<file path="src/rtl/fsm_pkg.sv">
// Shared types and constants for the mode-controlled 64-bit pattern generator.
package fsm_pkg;

  localparam int W = 64;

  typedef enum logic [2:0] {
    LOAD,
    HOLD,
    LEFT,
    RIGHT,
    LFSR
  } state_t;

  typedef enum logic [2:0] {
    OP_LOAD,
    OP_HOLD,
    OP_ROTL,
    OP_ROTR,
    OP_LFSR
  } op_t;

  // x^64 + x^63 + x^61 + x^60 + 1, taps at bits 63, 62, 60, 59
  localparam logic [W-1:0] LFSR_TAPS = 64'hD800_0000_0000_0000;

  function automatic logic lfsr_fb(input logic [W-1:0] r);
    return ^(r & LFSR_TAPS);
  endfunction

endpackage

</file>
<file path="src/rtl/fsm_if.sv">
// Switch/seed inputs and pattern outputs of the pattern generator.
interface fsm_if;
  import fsm_pkg::*;

  logic [W-1:0] seed;
  logic         switch1;
  logic         switch2;
  logic [W-1:0] shift_seed;
  logic         out1;

  modport master (
    output seed, switch1, switch2,
    input  shift_seed, out1
  );

  modport slave (
    input  seed, switch1, switch2,
    output shift_seed, out1
  );

endinterface

</file>
<file path="src/rtl/fsm_pattern_reg.sv">
// 64-bit pattern register with load / rotate / LFSR datapath and registered serial bit.
module pattern_reg
  import fsm_pkg::*;
(
  input  logic         clk,
  input  logic         reset,
  input  op_t          op,
  input  logic [W-1:0] seed,
  output logic [W-1:0] shift_seed,
  output logic         out1
);

  logic fb;

  always_comb begin
    fb = lfsr_fb(shift_seed);
  end

  always_ff @(posedge clk or negedge reset) begin
    if (!reset) begin
      shift_seed <= '0;
      out1       <= 1'b0;
    end else begin
      case (op)
        OP_LOAD: begin
          shift_seed <= seed;
          out1       <= 1'b0;
        end
        OP_ROTL: begin
          shift_seed <= {shift_seed[W-2:0], shift_seed[W-1]};
          out1       <= shift_seed[W-1];
        end
        OP_ROTR: begin
          shift_seed <= {shift_seed[0], shift_seed[W-1:1]};
          out1       <= shift_seed[0];
        end
        OP_LFSR: begin
          // all-zero is the LFSR's lock-up state, so fall back to the seed
          if (shift_seed == '0) begin
            shift_seed <= seed;
            out1       <= 1'b0;
          end else begin
            shift_seed <= {shift_seed[W-2:0], fb};
            out1       <= fb;
          end
        end
        default: begin
          out1 <= 1'b0;
        end
      endcase
    end
  end

endmodule

</file>
<file path="src/rtl/fsm.sv">
// Two-switch mode FSM driving the pattern register; state is re-decoded from the switches every edge.
module fsm
  import fsm_pkg::*;
(
  input  logic clk,
  input  logic reset,
  fsm_if.slave bus
);

  state_t state;
  state_t state_next;
  op_t    op;

  always_ff @(posedge clk or negedge reset) begin
    if (!reset) begin
      state <= LOAD;
    end else begin
      state <= state_next;
    end
  end

  always_comb begin
    state_next = HOLD;
    case ({bus.switch1, bus.switch2})
      2'b10:   state_next = LEFT;
      2'b01:   state_next = RIGHT;
      2'b11:   state_next = LFSR;
      default: state_next = HOLD;
    endcase
  end

  always_comb begin
    op = OP_HOLD;
    case (state)
      LOAD:    op = OP_LOAD;
      LEFT:    op = OP_ROTL;
      RIGHT:   op = OP_ROTR;
      LFSR:    op = OP_LFSR;
      default: op = OP_HOLD;
    endcase
  end

  pattern_reg u_pattern_reg (
    .clk        (clk),
    .reset      (reset),
    .op         (op),
    .seed       (bus.seed),
    .shift_seed (bus.shift_seed),
    .out1       (bus.out1)
  );

endmodule

</file>
<file path="src/flat_wrapper.sv">
// flat-port wrapper written by rule: the top's interface ports become plain ports
module fsm_flat import fsm_pkg::*;
  (clk, reset, bus_seed, bus_switch1, bus_switch2, bus_shift_seed, bus_out1);
  fsm_if bus_i ();
  input  logic clk;
  input  logic reset;
  input wire logic [$bits(bus_i.seed)-1:0] bus_seed;
  input wire logic [$bits(bus_i.switch1)-1:0] bus_switch1;
  input wire logic [$bits(bus_i.switch2)-1:0] bus_switch2;
  output wire logic [$bits(bus_i.shift_seed)-1:0] bus_shift_seed;
  output wire logic [$bits(bus_i.out1)-1:0] bus_out1;
  assign bus_i.seed = bus_seed;
  assign bus_i.switch1 = bus_switch1;
  assign bus_i.switch2 = bus_switch2;
  assign bus_shift_seed = bus_i.shift_seed;
  assign bus_out1 = bus_i.out1;
  fsm u_core (.clk(clk), .reset(reset), .bus(bus_i));
endmodule
</file>
<file path="config.mk">
export PLATFORM = sky130hd
export DESIGN_NAME = fsm_flat
export DESIGN_NICKNAME = d
export VERILOG_FILES = /design/src/rtl/fsm_pkg.sv /design/src/rtl/fsm_if.sv /design/src/rtl/fsm_pattern_reg.sv /design/src/rtl/fsm.sv /design/src/flat_wrapper.sv
export SDC_FILE = /design/constraint.sdc
export NUM_CORES = 1
export LEC_CHECK = 0
export ABC_AREA = 1
export CELL_PAD_IN_SITES_DETAIL_PLACEMENT = 1
export CELL_PAD_IN_SITES_GLOBAL_PLACEMENT = 1
export CORE_AREA = 3 3 135 137
export DETAILED_ROUTE_END_ITERATION = 7
export DIE_AREA = 0 0 138 140
export PLACE_DENSITY_LB_ADDON = 0.15
export SLEW_MARGIN = 15
export SYNTH_ARGS = -nofsm -noshare
export SYNTH_HDL_FRONTEND = slang
export SYNTH_SLANG_ARGS = --single-unit
</file>
<file path="constraint.sdc">
create_clock -name clk -period 1.7 [get_ports clk]
set_input_delay 0.34 -clock clk [delete_from_list [all_inputs] [get_ports clk]]
set_output_delay 0.34 -clock clk [all_outputs]
set_load 0.05 [all_outputs]
</file>
==> flow_metrics.tcl <==
set metrics [dict create \
    status "finished with violations" \
    violations "negative setup slack" \
    grt.total_usage_pct 21.52 \
    avgSynthCellArea_um2 6.202 \
    clkLatencyLatePin_ps 340 \
    dpl_cell_area_mm2 0.007445 \
    antenna_found_initial 1 \
    root_buffer "clkbuf_16" \
    end_kind "flop" \
    pwr-share-clk_pct 19.2 \
    synth.largest_area_cell "dfrtp_1" \
    drtIter0Drc 262 \
    p_per_area_mw_per_mm2 1211 \
    crit_family "simple AND/OR/NAND/NOR gates" \
    p_int_w 0.005279 \
    syn_inst 857 \
    die_width_um 138 \
    ir_drop_v 0.0006777 \
    worstPathCellList "inv_2 > ha_4 > nand3_2 > nor2_1 > nand2_1 > nor2_4 > buf_12 > nand3_4 > nand2_8 > clkbuf_16 > nand2_4 > a21oi_2" \
    netlist_area_mm2 0.005315 \
    grt_max_degree 65 \
    setup_viol_count_final 65 \
    synth_top_flop_cell "dfrtp_1" \
    synth_common_cells "nand2_1 (264), inv_1 (114), nor2_1 (107)" \
    post-place-cells 1255 \
    yosysSeqAreaShare_pct 32.02 \
    worst_hold_path_type "primary input to async pin" \
    period_share_pct 110.9 \
    dr.pass1.iters 4 \
    drive_above_1_share_pct 23.61 \
    clock.fmax_ghz 0.5302 \
    period_needed_ps 1886 \
    worst_path_max_delay_cell "dfrtp_2" \
    yosysUniqueCellTypes 23 \
    tightest_slew_ps 610.4 \
    cp-start-kind "flop" \
    synth_async_sr_flop_share_pct 100.0 \
    nets 1126 \
    synth.most_common_cell "nand2_1" \
    wire_per_inst_um 16.39 \
    numCtsBuffers 9 \
    start_util_pct 30.94 \
    relSlewSlack_pct 59.25 \
    final_antenna_net_count 0 \
    grt_pass1_wl_um 34020 \
    synth_area_leaders "dfrtp_1 (32%), nand2_1 (19%), inv_1 (8.1%), nor2_1 (7.6%), o22ai_1 (7.3%)" \
    p_sw_w 0.004618 \
    fin_ws_ps -186.0 \
    htreeDepth 3 \
    drv_slew 0 \
    gp_congestion 0.7670 \
    syn2layout_area_growth_pct 53.79 \
    clock_skew_ps 8.294 \
    yosys_warnings 0 \
    finalHoldViolCount 0 \
    crit_fanout 5 \
    path_class "flop to flop" \
    grt_pass1_vias 6455 \
    vias 6427 \
    synth_top_area_share_pct 32.02 \
    dp_slack_ps -157.7 \
    tritoncts "done" \
    synth-seq-cells 68 \
    fin_tns_setup_ps -8914 \
    power_w 0.009897 \
    cts_buffer_depth 2 \
    final_cells 1285 \
    core_mm2 0.01718 \
    dieHeight_um 140 \
    clk_pin_slew_worst_paths_ps 60 \
    rsz0062_at_grt "true" \
    ioPinCount 133 \
    final_cell_area_mm2 0.008174 \
    port_buffers 132 \
    switching_share_pct 46.66 \
    row_count 48 \
    power_leakage_nw 4.091 \
    synth_edf_count 0 \
    drc_errors 0 \
    p_comb_share_pct 57.9 \
    required_ps 1970 \
    p_seq_share_pct 23.0 \
    cts.sinks 68 \
    dp_hpwl_um 14350 \
    crit_buf_inv 3 \
    drv_cap 0 \
    synth_nets 929 \
    totalWireLength_um 21060 \
    grt_overflow 0 \
    drt-vias-per-instance 5.002 \
    cpPeakStageDelay_ps 410 \
    dieArea_mm2 0.01932 \
    crit_arrival_ps 2160 \
]
==> power by group through the flow <==
stage	Sequential [W]	Combinational (W)	Clock [W]
after detailed placement	0.00229	0.00554	0
after CTS	0.00227	0.00561	0.00196
after global routing	0.00234	0.00620	0.00203
after floorplan	0.00390	0.00165	0
after global placement	0.00227	0.00548	0
final	0.00227	0.00573	0.00190
==> layout by cell type (no fill, tap or decap), types with 4 or more instances in the layout <==
| cell | n |
|---|---|
| clkbuf_16 | 11 |
| nand2_1 | 244 |
| nor2_1 | 103 |
| clkdlybuf4s50_1 | 66 |
| nand3_1 | 42 |
| nand3b_1 | 42 |
| nand2_4 | 5 |
| nand2_2 | 14 |
| a211oi_1 | 20 |
| dfrtp_2 | 8 |
| o22ai_1 | 62 |
| dfrtp_1 | 60 |
| nor2_4 | 4 |
| a21oi_2 | 14 |
| buf_12 | 19 |
| a21oi_1 | 9 |
| inv_2 | 6 |
| o21ai_0 | 43 |
| buf_4 | 146 |
| inv_1 | 111 |
==> metrics by stage <==
step / utilization, % / hold WS [ps]
finish: 47.59 / 523.4
global route: 47.59 / 551.9
CTS: 46.26 / 527.7
detailed placement: 43.34 / 335.2
global placement: 43.34 / 343.3
floorplan: - / 44.41
==> worst register-to-register path: stages (launching register included) <==
cell       delay [ps]
dfrtp_2           410
inv_2              80
ha_4              130
nand3_2            70
nor2_1            130
nand2_1           110
nor2_4            160
buf_12            160
nand3_4           100
nand2_8           110
clkbuf_16         180
nand2_4            50
a21oi_2           120
==> metal layers <==
| layer | track usage [%] | up-vias | wire length [um] |
|---|---|---|---|
| met3 | 4.370 | 18 | 872 |
| met5 | 0 | - | 0 |
| met2 | 35.64 | 138 | 10030 |
| li1 | - | 3145 | - |
| met1 | 29.20 | 3126 | 9878 |
| met4 | 4.680 | 0 | 277 |
==> path summary, 6_finish.rpt <==
check / endpoint / cells past startpoint / slack, ps / startpoint
max: u_core.u_pattern_reg.shift_seed[62]$_DFFE_PN0P_ / 12 / -190 / u_core.u_pattern_reg.shift_seed[63]$_DFFE_PN0P_
min: u_core.u_pattern_reg.shift_seed[40]$_DFFE_PN0P_ / 3 / 520 / reset
max reg2reg: u_core.u_pattern_reg.shift_seed[62]$_DFFE_PN0P_ / 12 / -190 / u_core.u_pattern_reg.shift_seed[63]$_DFFE_PN0P_
min reg2reg: u_core.u_pattern_reg.shift_seed[35]$_DFFE_PN0P_ / 3 / 580 / u_core.u_pattern_reg.shift_seed[35]$_DFFE_PN0P_
max in group asynchronous: u_core.u_pattern_reg.shift_seed[15]$_DFFE_PN0P_ / 3 / 800 / reset
min in group clk: u_core.u_pattern_reg.shift_seed[49]$_DFFE_PN0P_ / 3 / 550 / bus_seed[49]
==> layout make-up <==
type                    instances  area [um^2]
repair buffers                240         2313
diodes                          1        2.502
clock buffers                  10        229.0
clock inverters                 6        63.81
fillers                      2227         9002
inverters                     117        439.2
multi-input cells             618         3133
well taps                     225        281.5
flip-flops and latches         68         1712
==> repair_timing <==
item,4_1_cts,5_1_grt
pin swaps,3,13
setup buffers,4,3
hold endpoints to repair,41,0
endpoints found under the setup margin,65,65
gates resized for setup,13,42
gates cloned,3,2
hold buffers,1,0
==> logic make-up after synthesis <==
family          count (synthesis)  synth area share [%]
simple gates                  464                 37.34
buf+inv                       171                 13.11
compound gates                149                 16.43
flops                          68                 32.02
fa+ha+maj                       4                0.9417
xor+xnor                        1                0.1648
==> sequential cells by signal (all words and copies together), names as in the netlist <==
name	count
u_core.u_pattern_reg.out1	1
u_core.state	3
u_core.u_pattern_reg.shift_seed	64
Power figures use the tool's default switching activity.
